[src/rtl/mem_port_arbiter.sv]
// rtl/mem_port_arbiter.sv - fetch/data arbiter for a shared single-port fixed-latency memory
//
// Purpose:
//   Shares one single-port unified memory between instruction fetch and
//   MEM-stage loads/stores. Each granted access occupies MEM_LAT ACCESS cycles,
//   followed by a one-cycle RESP cycle that carries the ready pulse and the
//   registered read data. The data side has priority. A starvation counter
//   forces a fetch grant after STARVE_MAX consecutive data grants taken while
//   fetch was waiting.
//
// Optional feature:
//   MEM_ARB_PERF_EN adds the saturating wait counters perf_if_wait and
//   perf_d_wait.
//
// Ports:
//   clk, reset                   clock; synchronous active-low reset
//   if_req/if_addr               fetch request; if_rdata/if_ready completion
//   d_req/d_we/d_addr/d_wdata    data request; d_rdata/d_ready completion
//   mem_en/mem_we/mem_addr/mem_wdata/mem_rdata   memory port
//   stall_if, stall_mem          combinational stalls to the pipeline
//   busy                         FSM is not in IDLE
//   perf_if_wait, perf_d_wait    stall-cycle counters (MEM_ARB_PERF_EN only)

module mem_port_arbiter #(
  parameter int ADDR_W     = 64,
  parameter int DATA_W     = 64,
  parameter int MEM_LAT    = 2,
  parameter int STARVE_MAX = 4
) (
  input  logic              clk,
  input  logic              reset,
  input  logic              if_req,
  input  logic [ADDR_W-1:0] if_addr,
  output logic [31:0]       if_rdata,
  output logic              if_ready,
  input  logic              d_req,
  input  logic              d_we,
  input  logic [ADDR_W-1:0] d_addr,
  input  logic [DATA_W-1:0] d_wdata,
  output logic [DATA_W-1:0] d_rdata,
  output logic              d_ready,
  output logic              mem_en,
  output logic              mem_we,
  output logic [ADDR_W-1:0] mem_addr,
  output logic [DATA_W-1:0] mem_wdata,
  input  logic [DATA_W-1:0] mem_rdata,
  output logic              stall_if,
  output logic              stall_mem,
  output logic              busy
`ifdef MEM_ARB_PERF_EN
  ,
  output logic [31:0]       perf_if_wait,
  output logic [31:0]       perf_d_wait
`endif
);

  typedef enum logic [1:0] {
    S_IDLE   = 2'd0,
    S_ACCESS = 2'd1,
    S_RESP   = 2'd2
  } state_t;

  localparam logic [3:0] LAST_CNT   = 4'(MEM_LAT - 1);
  localparam logic [3:0] STARVE_LIM = 4'(STARVE_MAX);

  state_t              state_q, state_d;
  logic [3:0]          cnt_q, cnt_d;
  logic [3:0]          starve_q, starve_d;
  logic                sel_data_q, sel_data_d;
  logic                mem_en_q, mem_en_d;
  logic                mem_we_q, mem_we_d;
  logic [ADDR_W-1:0]   mem_addr_q, mem_addr_d;
  logic [DATA_W-1:0]   mem_wdata_q, mem_wdata_d;
  logic [31:0]         if_rdata_q, if_rdata_d;
  logic [DATA_W-1:0]   d_rdata_q, d_rdata_d;
  logic                if_ready_q, if_ready_d;
  logic                d_ready_q, d_ready_d;
  logic                grant_data;

  // Data wins unless fetch is waiting and has already been passed over
  // STARVE_MAX times in a row.
  assign grant_data = d_req && (!if_req || (starve_q < STARVE_LIM));

  always_comb begin
    state_d     = state_q;
    cnt_d       = cnt_q;
    starve_d    = starve_q;
    sel_data_d  = sel_data_q;
    mem_en_d    = 1'b0;
    mem_we_d    = 1'b0;
    mem_addr_d  = mem_addr_q;
    mem_wdata_d = mem_wdata_q;
    if_rdata_d  = if_rdata_q;
    d_rdata_d   = d_rdata_q;
    if_ready_d  = 1'b0;
    d_ready_d   = 1'b0;

    unique case (state_q)
      S_IDLE: begin
        if (grant_data) begin
          state_d    = S_ACCESS;
          cnt_d      = 4'd0;
          sel_data_d = 1'b1;
          mem_en_d   = 1'b1;
          mem_we_d   = d_we;
          mem_addr_d = d_addr;
          if (d_we) begin
            mem_wdata_d = d_wdata;
          end
          if (if_req) begin
            starve_d = (starve_q == 4'hF) ? 4'hF : starve_q + 4'd1;
          end else begin
            starve_d = 4'd0;
          end
        end else if (if_req) begin
          state_d    = S_ACCESS;
          cnt_d      = 4'd0;
          sel_data_d = 1'b0;
          mem_en_d   = 1'b1;
          mem_addr_d = if_addr;
          starve_d   = 4'd0;
        end
      end

      S_ACCESS: begin
        if (cnt_q == LAST_CNT) begin
          // mem_rdata is valid in the last ACCESS cycle; capture it here.
          state_d = S_RESP;
          if (sel_data_q) begin
            d_ready_d = 1'b1;
            if (!mem_we_q) begin
              d_rdata_d = mem_rdata;
            end
          end else begin
            if_ready_d = 1'b1;
            if_rdata_d = mem_addr_q[2] ? mem_rdata[63:32] : mem_rdata[31:0];
          end
        end else begin
          cnt_d    = cnt_q + 4'd1;
          mem_en_d = 1'b1;
          mem_we_d = mem_we_q;
        end
      end

      S_RESP: begin
        state_d = S_IDLE;
      end

      default: begin
        state_d = S_IDLE;
      end
    endcase
  end

  always_ff @(posedge clk) begin
    if (!reset) begin
      state_q     <= S_IDLE;
      cnt_q       <= 4'd0;
      starve_q    <= 4'd0;
      sel_data_q  <= 1'b0;
      mem_en_q    <= 1'b0;
      mem_we_q    <= 1'b0;
      mem_addr_q  <= '0;
      mem_wdata_q <= '0;
      if_rdata_q  <= '0;
      d_rdata_q   <= '0;
      if_ready_q  <= 1'b0;
      d_ready_q   <= 1'b0;
    end else begin
      state_q     <= state_d;
      cnt_q       <= cnt_d;
      starve_q    <= starve_d;
      sel_data_q  <= sel_data_d;
      mem_en_q    <= mem_en_d;
      mem_we_q    <= mem_we_d;
      mem_addr_q  <= mem_addr_d;
      mem_wdata_q <= mem_wdata_d;
      if_rdata_q  <= if_rdata_d;
      d_rdata_q   <= d_rdata_d;
      if_ready_q  <= if_ready_d;
      d_ready_q   <= d_ready_d;
    end
  end

  assign mem_en    = mem_en_q;
  assign mem_we    = mem_we_q;
  assign mem_addr  = mem_addr_q;
  assign mem_wdata = mem_wdata_q;
  assign if_rdata  = if_rdata_q;
  assign d_rdata   = d_rdata_q;
  assign if_ready  = if_ready_q;
  assign d_ready   = d_ready_q;
  assign busy      = (state_q != S_IDLE);

  // Gated by reset so the pipeline is never stalled while reset is held.
  assign stall_if  = reset & if_req & ~if_ready_q;
  assign stall_mem = reset & d_req & ~d_ready_q;

`ifdef MEM_ARB_PERF_EN
  logic [31:0] perf_if_q, perf_d_q;

  always_ff @(posedge clk) begin
    if (!reset) begin
      perf_if_q <= 32'd0;
      perf_d_q  <= 32'd0;
    end else begin
      if (stall_if && (perf_if_q != 32'hFFFF_FFFF)) begin
        perf_if_q <= perf_if_q + 32'd1;
      end
      if (stall_mem && (perf_d_q != 32'hFFFF_FFFF)) begin
        perf_d_q <= perf_d_q + 32'd1;
      end
    end
  end

  assign perf_if_wait = perf_if_q;
  assign perf_d_wait  = perf_d_q;
`endif

endmodule

[config.mk]
export PLATFORM = sky130hd
export DESIGN_NAME = mem_port_arbiter
export DESIGN_NICKNAME = d
export VERILOG_FILES = /design/src/rtl/mem_port_arbiter.sv
export SDC_FILE = /design/constraint.sdc
export NUM_CORES = 1
export LEC_CHECK = 0
export ABC_AREA = 1
export CAP_MARGIN = 20
export CORE_MARGIN = 5
export CORE_UTILIZATION = 25
export DETAILED_ROUTE_END_ITERATION = 7
export SYNTH_ARGS = -nofsm -noshare
export SYNTH_HDL_FRONTEND = slang
export SYNTH_SLANG_ARGS = --single-unit
[constraint.sdc]
create_clock -name clk -period 4.2 [get_ports clk]
set_input_delay 0.84 -clock clk [delete_from_list [all_inputs] [get_ports clk]]
set_output_delay 0.84 -clock clk [all_outputs]
set_load 0.01 [all_outputs]
# Yosys cells after proc, flatten, opt, wreduce, memory -nomap -nowiden
# Cells that the tools add are included.
# totals
word_cells	68
in_bits	261
mem_count	0
mem_bits_rw	0
latchBits	0
out_inout_bits	231
romBits	0
reg_bits	239
# classes
div	0
n_reduce_logical	14
mux	25
bitwise	8
eq_ne	6
add_sub_neg	2
shift	0
n_mul	0
n_lt_le_gt_ge	1
# ops
cell	n
two-way mux 64 bit	2
two-way mux 32 bit	1
two-way mux 4 bit	6
AND reduction 3 bit	4
two-way mux 1 bit	9
adder 4 x 1 -> 4 bit, second input constant	2
case mux 4 bit (2 select lines)	1
two-way mux 2 bit	3
nonzero test 2 bit	3
bitwise AND 1 bit	4
equality test 4 x 1 -> 1 bit, second input constant	1
equality test 4 bit, second input constant	1
< comparator 4 x 3 -> 1 bit, second input constant	1
!= test 2 bit, second input constant	2
inverter 1 bit	4
case mux 1 bit (2 select lines)	2
case mux 2 bit (2 select lines)	1
AND reduction 2 bit	2
AND reduction 4 bit	1
!= test 3 bit, second input constant	1
equality test 2 x 1 -> 1 bit, second input constant	1
zero test 2 bit	1
logical AND 1 bit	1
zero test 1 bit	1
logical OR 1 bit	1

# Depth between registers and ports, before layout
# Gate-level depths: netlist (run 1).
# depth
word_depth	5
ltp_mapped	9
mapped_depth_nobuf	8

# Least setup slack after synthesis (run 1)
# OpenSTA, ideal clock, no wires.
# synth_timing
kind	input to output
startpoint	input port d_req
endpoint	output port stall_mem
n_path_buf	3
t_arrival_ps	1684
t_required_ps	3360
cell_stages	5
setup_slack_ps	1676
path_cell_list	buf_2 -> buf_2 -> buf_1 -> nand2_1 -> nor2_1
# synth_via
elab_chain_len	2
# synth_lines
item	line_no	source
start, declared	36	input logic d_req,
bitwise AND 1 bit (2 in series)	197	assign stall_mem = reset & d_req & ~d_ready_q;
end, declared	48	output logic stall_mem,
# Every way passes these cells.

# Worst setup path in the final report (run 1)
# layout_timing
startpoint	input port if_req
endpoint	output port stall_if
# layout_via
elab_chain_len	2
# layout_lines
item	line_no	source
start, declared	32	input logic if_req,
bitwise AND 1 bit (2 in series)	196	assign stall_if = reset & if_req & ~if_ready_q;
end, declared	47	output logic stall_if,
# Every way passes these cells.

==> impl_metrics.py, run 1 <==
metrics = {
    "die": {
        "num_rows": 75,
        "start_util_pct": 25.3,
        "pin_count": 492,
        "dieHeight_um": 216,
        "core-area_um2": 41900,
        "die_w_um": 216,
        "die-area_um2": 46500,
    },
    "timing": {
        "max_slew_margin_pct": 34.9,
        "finalMaxSlewViolations": 0,
        "fin_crit_ns": 3.08,
        "fmax_mhz": 325,
        "worstMarginPinSlew_ns": 0.976,
        "finalHoldViolations": 0,
        "period_share_pct": 73.2,
        "finalClockSkew_ns": 0.0147,
        "setup_viol_count_final": 0,
        "rsz0062_at_grt": "no",
        "fin_setup_tns_ns": 0,
    },
    "synthesis": {
        "synth.area.top_cells": "dfxtp_1 45%, nand2_1 12%, nor2_1 9.8%, nand3_1 6.6%, nand3b_1 6.5%",
        "yosysWarnings": 0,
        "ys_types": 26,
        "netlist_area_um2": 10600,
        "synth_seq_cells": 239,
        "synth_top_area_share_pct": 45.3,
        "synth.yosys.seq_area_share_pct": 45.3,
        "yosys.area.top_type": "dfxtp_1",
        "synth_ff_type": "dfxtp_1",
        "synth_most_common_cell": "nand2_1",
        "synth_edf_count": 0,
        "postSynthCellCount": 1527,
        "synthArstFlopShare_pct": 0,
        "synthTopCellsByCount": "339 x nand2_1, 276 x nor2_1, 239 x dfxtp_1, 140 x nand3_1, 109 x inv_1",
        "synth.avg_cell_area_um2": 6.92,
        "syn_nets": 1791,
    },
    "finish": {
        "finalCoreUtilization_pct": 40.0,
        "finalNetCount": 2210,
        "stdcell_count": 2505,
        "synthToLayoutAreaGrowth_pct": 58.5,
        "diodes": 0,
        "drive_gt1_share_pct": 3.66,
    },
    "clock_tree": {
        "hold_buffers": 0,
        "cts_resized": 0,
        "cts_sinks": 239,
        "post-cts-setup-buffer-count": 0,
        "numCtsBuffers": 29,
        "cts_root_buf": "clkbuf_16",
        "insertion_delay_ns": 0.54,
        "clkSlewWorstSetupHoldPaths_ns": 0.06,
        "h-tree-depth": 1,
        "clockBufferDepth": 3,
        "cts_tree": "done",
    },
    "placement": {
        "dpl.hpwl_um": 27800,
        "gp_congestion": 0.820,
        "place_inst": 2454,
        "portBuffers": 491,
    },
    "run": {
        "max_cap_violations": 0,
    },
    "worst_setup_path": {
        "required_ns": 3.36,
        "critical_path.most_common_cell": "clkdlybuf4s50_1",
        "critPathCaptureType": "output port",
        "path_class": "in2out",
        "path_buf_inv": 2,
        "critPathLaunchType": "input port",
        "worst-path-max-fanout": 3,
        "crit_path_max_incr_delay_ns": 0.63,
        "cpMaxStageDelayCell": "clkdlybuf4s50_1",
        "critPathArrivalTime_ns": 2.24,
        "cp_top_family": "buffers and inverters",
        "crit_chain": "clkdlybuf4s50_1 > nand2_1 > nor2_1 > clkdlybuf4s50_1",
    },
    "drt": {
        "vias_per_cell": 4.49,
        "routed_wl_um": 39500,
        "first_iter_violations": 701,
        "via_count": 11200,
        "detail-route-antenna-nets": 0,
        "drc": 0,
        "avgRoutedWirePerCell_um": 15.8,
        "first_pass_iters": 5,
    },
    "power_and_ir_drop": {
        "powerDensity_nw_per_um2": 372,
        "power_leakage_nw": 6.75,
        "ir_drop_v": 0.000221,
    },
    "outcome": {
        "status": "finished, final reports clean",
    },
    "global_route": {
        "grt_pass1_wl_um": 61700,
        "grt_pass1_vias": 11100,
        "track_usage_pct": 16.0,
        "grt_overflow": 0,
        "antenna_found_initial": 1,
        "grt_max_degree": 130,
    },
    "min_path": {
        "hold_class": "reg2reg",
    },
}
[worst reg2reg max path: stages (launching register included)]
cell and delay (ns):
dfxtp_1 0.42, ha_1 0.18, nand2_1 0.12, nor2_4 0.33
buf_4 0.72, nand3_1 0.33, nand2_1 0.13, nor2_1 0.05
[path summary, 6_finish.rpt]
path / startpoint / endpoint / slack, ns / cells past startpoint
max: if_req / stall_if / 1.12 / 4
min: if_rdata[0]$_SDFFE_PN0P_ / if_rdata[0]$_SDFFE_PN0P_ / 0.46 / 2
max reg2reg: cnt_q[0]$_SDFFE_PN0P_ / d_rdata[31]$_SDFFE_PN0P_ / 1.82 / 7
min reg2reg: if_rdata[0]$_SDFFE_PN0P_ / if_rdata[0]$_SDFFE_PN0P_ / 0.46 / 2
[area by class of cell]
type | instances | area [um2]
Multi-Input combinational cell | 1058 | 4850
Fill cell | 4307 | 25100
Tap cell | 539 | 674
Clock inverter | 7 | 85.1
Clock buffer | 44 | 872
Timing Repair Buffer | 505 | 5060
Inverter | 113 | 424
Sequential cell | 239 | 4790
[sequential cells by signal, summed over array words and instances, names as in the netlist]
| register | count |
|---|---|
| cnt_q | 4 |
| d_rdata | 64 |
| d_ready | 1 |
| if_rdata | 32 |
| if_ready | 1 |
| mem_addr | 64 |
| mem_en | 1 |
| mem_wdata | 64 |
| mem_we | 1 |
| sel_data_q | 1 |
| starve_q | 4 |
| state_q | 2 |
[per-stage QoR]
| step | area [um2] | setup WS [ns] | hold WS (ns) | total power, mW |
|---|---|---|---|---|
| after floorplan | 10600 | 1.68 | 0.449 | 3.08 |
| after global placement | 15800 | 1.09 | 0.447 | 3.76 |
| after detailed placement | 15800 | 1.11 | 0.451 | 3.78 |
| after CTS | 16800 | 1.11 | 0.460 | 6.35 |
| after global routing | 16800 | 1.04 | 0.479 | 6.56 |
| final | 16800 | 1.12 | 0.459 | 6.24 |
[layer usage]
layer	global-route usage [%]	share of wire, %	vias up
met5	0	0.051	-
met4	5.01	2.8	2
met3	5.62	8.8	62
met2	26.6	47	407
met1	19.6	41	5095
li1	-	-	5670
[report_power, final]
part | leakage (nW) | switching (mW) | internal [mW]
logic | 4.32 | 0.594 | 0.620
clock network | 0.477 | 0.984 | 1.54
registers | 1.95 | 0.0846 | 2.42
[layout by cell type, fill, tap and decap left out, drive strengths merged]
cell type / count
xnor2: 1
buf: 16
o21bai: 1
nor3: 1
o211ai: 1
clkbuf: 44
nand3b: 92
nor2: 280
inv: 111
clkinv: 7
dfxtp: 239
nand2: 340
ha: 3
nand4: 2
a21oi: 96
bufinv: 2
clkdlybuf4s50: 489
o21ai: 101
nand3: 140
[kinds of logic after synthesis]
logic type,share of synthesized area [%]
AOI/OAI and AO/OA,9.54
xor gates and xnor gates,0.0829
DFF,45.3
and+or+nand+nor,35.7
adders and majority gates,0.355
buffers and inverters,9.06
(Power assumes the default switching activity.)
==> run 2, diff against run 1 <==
==> constraint.sdc (replaced) <==
create_clock -name clk -period 3.05 [get_ports clk]
set_input_delay 0.61 -clock clk [delete_from_list [all_inputs] [get_ports clk]]
set_output_delay 0.61 -clock clk [all_outputs]
set_load 0.01 [all_outputs]
==> run 2 against run 1 <==
Cell area is 0.78% higher; die area stayed put; setup slack worse by 0.68 ns; power is 39% higher; critical path depth stayed put; final cell count is 0.40% higher; non-clock buffer count is 9 higher; global-route usage hardly changed; clock skew is 0.0046 ns lower; combinational power is 40% higher; hold slack hardly changed; largest power group unchanged.
==> impl_metrics.py, run 2 (synthesis gave the netlist of run 1 again) <==
metrics = {
    "worst_setup_path": {
        "critPathLaunchType": "input port",
        "setup.worst_path.start": "if_req",
        "r2r-end": "d_rdata[1]$_SDFFE_PN0P_",
        "r2r.worst_path.cells": 7,
        "reg2reg_slack_ns": 1.16,
        "worst-path-max-fanout": 3,
        "critPathArrivalTime_ns": 2.00,
        "required_ns": 2.44,
        "r2r-start": "cnt_q[0]$_SDFFE_PN0P_",
        "endpoint": "stall_if",
        "path_class": "in2out",
        "critPathCaptureType": "output port",
    },
    "clock_tree": {
        "numCtsBuffers": 29,
        "clkSlewWorstSetupHoldPaths_ns": 0.05,
        "h-tree-depth": 1,
        "cts_resized": 0,
        "cts_tree": "done",
        "clockBufferDepth": 3,
        "post-cts-setup-buffer-count": 0,
        "cts_root_buf": "clkbuf_16",
        "insertion_delay_ns": 0.54,
        "hold_buffers": 0,
        "cts_sinks": 239,
    },
    "die": {
        "dieHeight_um": 216,
        "die_w_um": 216,
        "core-area_um2": 41900,
        "pin_count": 492,
        "start_util_pct": 25.3,
        "num_rows": 75,
        "die-area_um2": 46500,
    },
    "placement": {
        "portBuffers": 491,
        "place_ws_ns": 0.429,
        "dpl.hpwl_um": 28300,
        "gp_congestion": 0.807,
        "dpl_cell_area_um2": 15900,
    },
    "timing": {
        "setup_ws_ns": 0.441,
        "fmax_mhz": 383,
        "finalClockSkew_ns": 0.0101,
        "finalMaxSlewViolations": 0,
        "fin_setup_tns_ns": 0,
        "fin_crit_ns": 2.61,
        "period_share_pct": 85.5,
        "worstMarginPinSlew_ns": 0.765,
        "finalHoldViolations": 0,
        "rsz0062_at_grt": "no",
        "setup_viol_count_final": 0,
        "hold-worst-slack_ns": 0.459,
        "max_slew_margin_pct": 49.0,
    },
    "drt": {
        "first_iter_violations": 598,
        "via_count": 11200,
        "drc": 0,
        "highest_layer": "met5",
        "m1WireLength_um": 16100,
        "avgRoutedWirePerCell_um": 15.7,
        "first_pass_iters": 5,
        "detail-route-antenna-nets": 0,
        "vias_per_cell": 4.47,
        "routed_wl_um": 39400,
        "met2WireLength_um": 18700,
        "routed-wl-met3_um": 3560,
    },
    "global_route": {
        "grt_max_degree": 121,
        "track_usage_pct": 16.1,
        "grt_overflow": 0,
        "grt_pass1_wl_um": 61800,
        "antenna_found_initial": 2,
        "grt_pass1_vias": 11200,
    },
    "finish": {
        "fin_area_um2": 16900,
        "synthToLayoutAreaGrowth_pct": 59.8,
        "layout_commonest_cell": "clkdlybuf4s50_1",
        "final_cell_mix": "489 x clkdlybuf4s50_1, 339 x nand2_1, 275 x nor2_1",
        "finalNetCount": 2219,
        "drive_gt1_share_pct": 4.15,
        "diodes": 0,
    },
    "power_and_ir_drop": {
        "power_leakage_nw": 6.82,
        "p_clk_share_pct": 40.7,
        "seqPwrFrac_pct": 39.7,
        "netSwitchingFraction_pct": 26.6,
        "ir_drop_v": 0.000388,
        "powerDensity_nw_per_um2": 514,
        "finalPower_mw": 8.67,
        "p_comb_share_pct": 19.5,
        "intPower_mw": 6.37,
        "power_switching_mw": 2.31,
    },
    "outcome": {
        "status": "finished, final reports clean",
    },
    "min_path": {
        "hold_class": "reg2reg",
    },
    "run": {
        "max_cap_violations": 0,
    },
}
run 2: worst min-delay path by stage:
stage                     slack, ns  cells after the start                       from                         to
after floorplan                0.45                      2    sel_data_q$_SDFFE_PN0P_    sel_data_q$_SDFFE_PN0P_
after global placement         0.45                      2   if_rdata[4]$_SDFFE_PN0P_   if_rdata[4]$_SDFFE_PN0P_
after detailed placement       0.45                      2  if_rdata[31]$_SDFFE_PN0P_  if_rdata[31]$_SDFFE_PN0P_
after CTS                      0.46                      2  if_rdata[31]$_SDFFE_PN0P_  if_rdata[31]$_SDFFE_PN0P_
after global routing           0.48                      2  if_rdata[10]$_SDFFE_PN0P_  if_rdata[10]$_SDFFE_PN0P_
final                          0.46                      2  if_rdata[31]$_SDFFE_PN0P_  if_rdata[31]$_SDFFE_PN0P_
run 2: worst max-delay path: stages:
cell and delay (ns):
clkdlybuf4s50_1 0.63, nand2_1 0.12, nor2_1 0.10, clkdlybuf4s50_1 0.54
run 2: metal layers:
layer | global-route usage [%] | up-vias
met5 | 0 | -
met4 | 4.61 | 4
met3 | 5.80 | 66
met2 | 27.5 | 388
met1 | 19.0 | 5079
li1 | - | 5702
run 2: area by class of cell:
cell class	count	area [um2]
clock inverters	10	133
fillers	4306	25000
inverters	113	424
multi-input cells	1058	4850
clock buffers	42	845
well taps	539	674
flip-flops and latches	239	4790
repair buffers	514	5170
run 2: through the flow:
step                      instances  util, %
final                          2515     40.3
after global routing           2515     40.3
after CTS                      2515     40.3
after detailed placement       2463     38.0
after global placement         2463     38.0
after floorplan                1527        -
run 2: power by group through the flow:
stage | registers [mW] | clock network [mW] | logic [mW]
floorplan | 3.59 | 0 | 0.653
global placement | 3.50 | 0 | 1.71
detailed placement | 3.51 | 0 | 1.71
CTS | 3.45 | 3.67 | 1.72
global route | 3.47 | 3.79 | 1.86
finish | 3.44 | 3.53 | 1.69
==> run 3, diff against run 2 <==
--- a/config.mk
+++ b/config.mk
@@ -6,6 +6,7 @@
 export NUM_CORES = 1
 export LEC_CHECK = 0
 export ABC_AREA = 1
+export ABC_CLOCK_PERIOD_IN_PS = 3050
 export CAP_MARGIN = 20
 export CORE_MARGIN = 5
 export CORE_UTILIZATION = 25
==> results of run 3 <==
No change in the layout: final DEF, timing and power equal those of run 2.
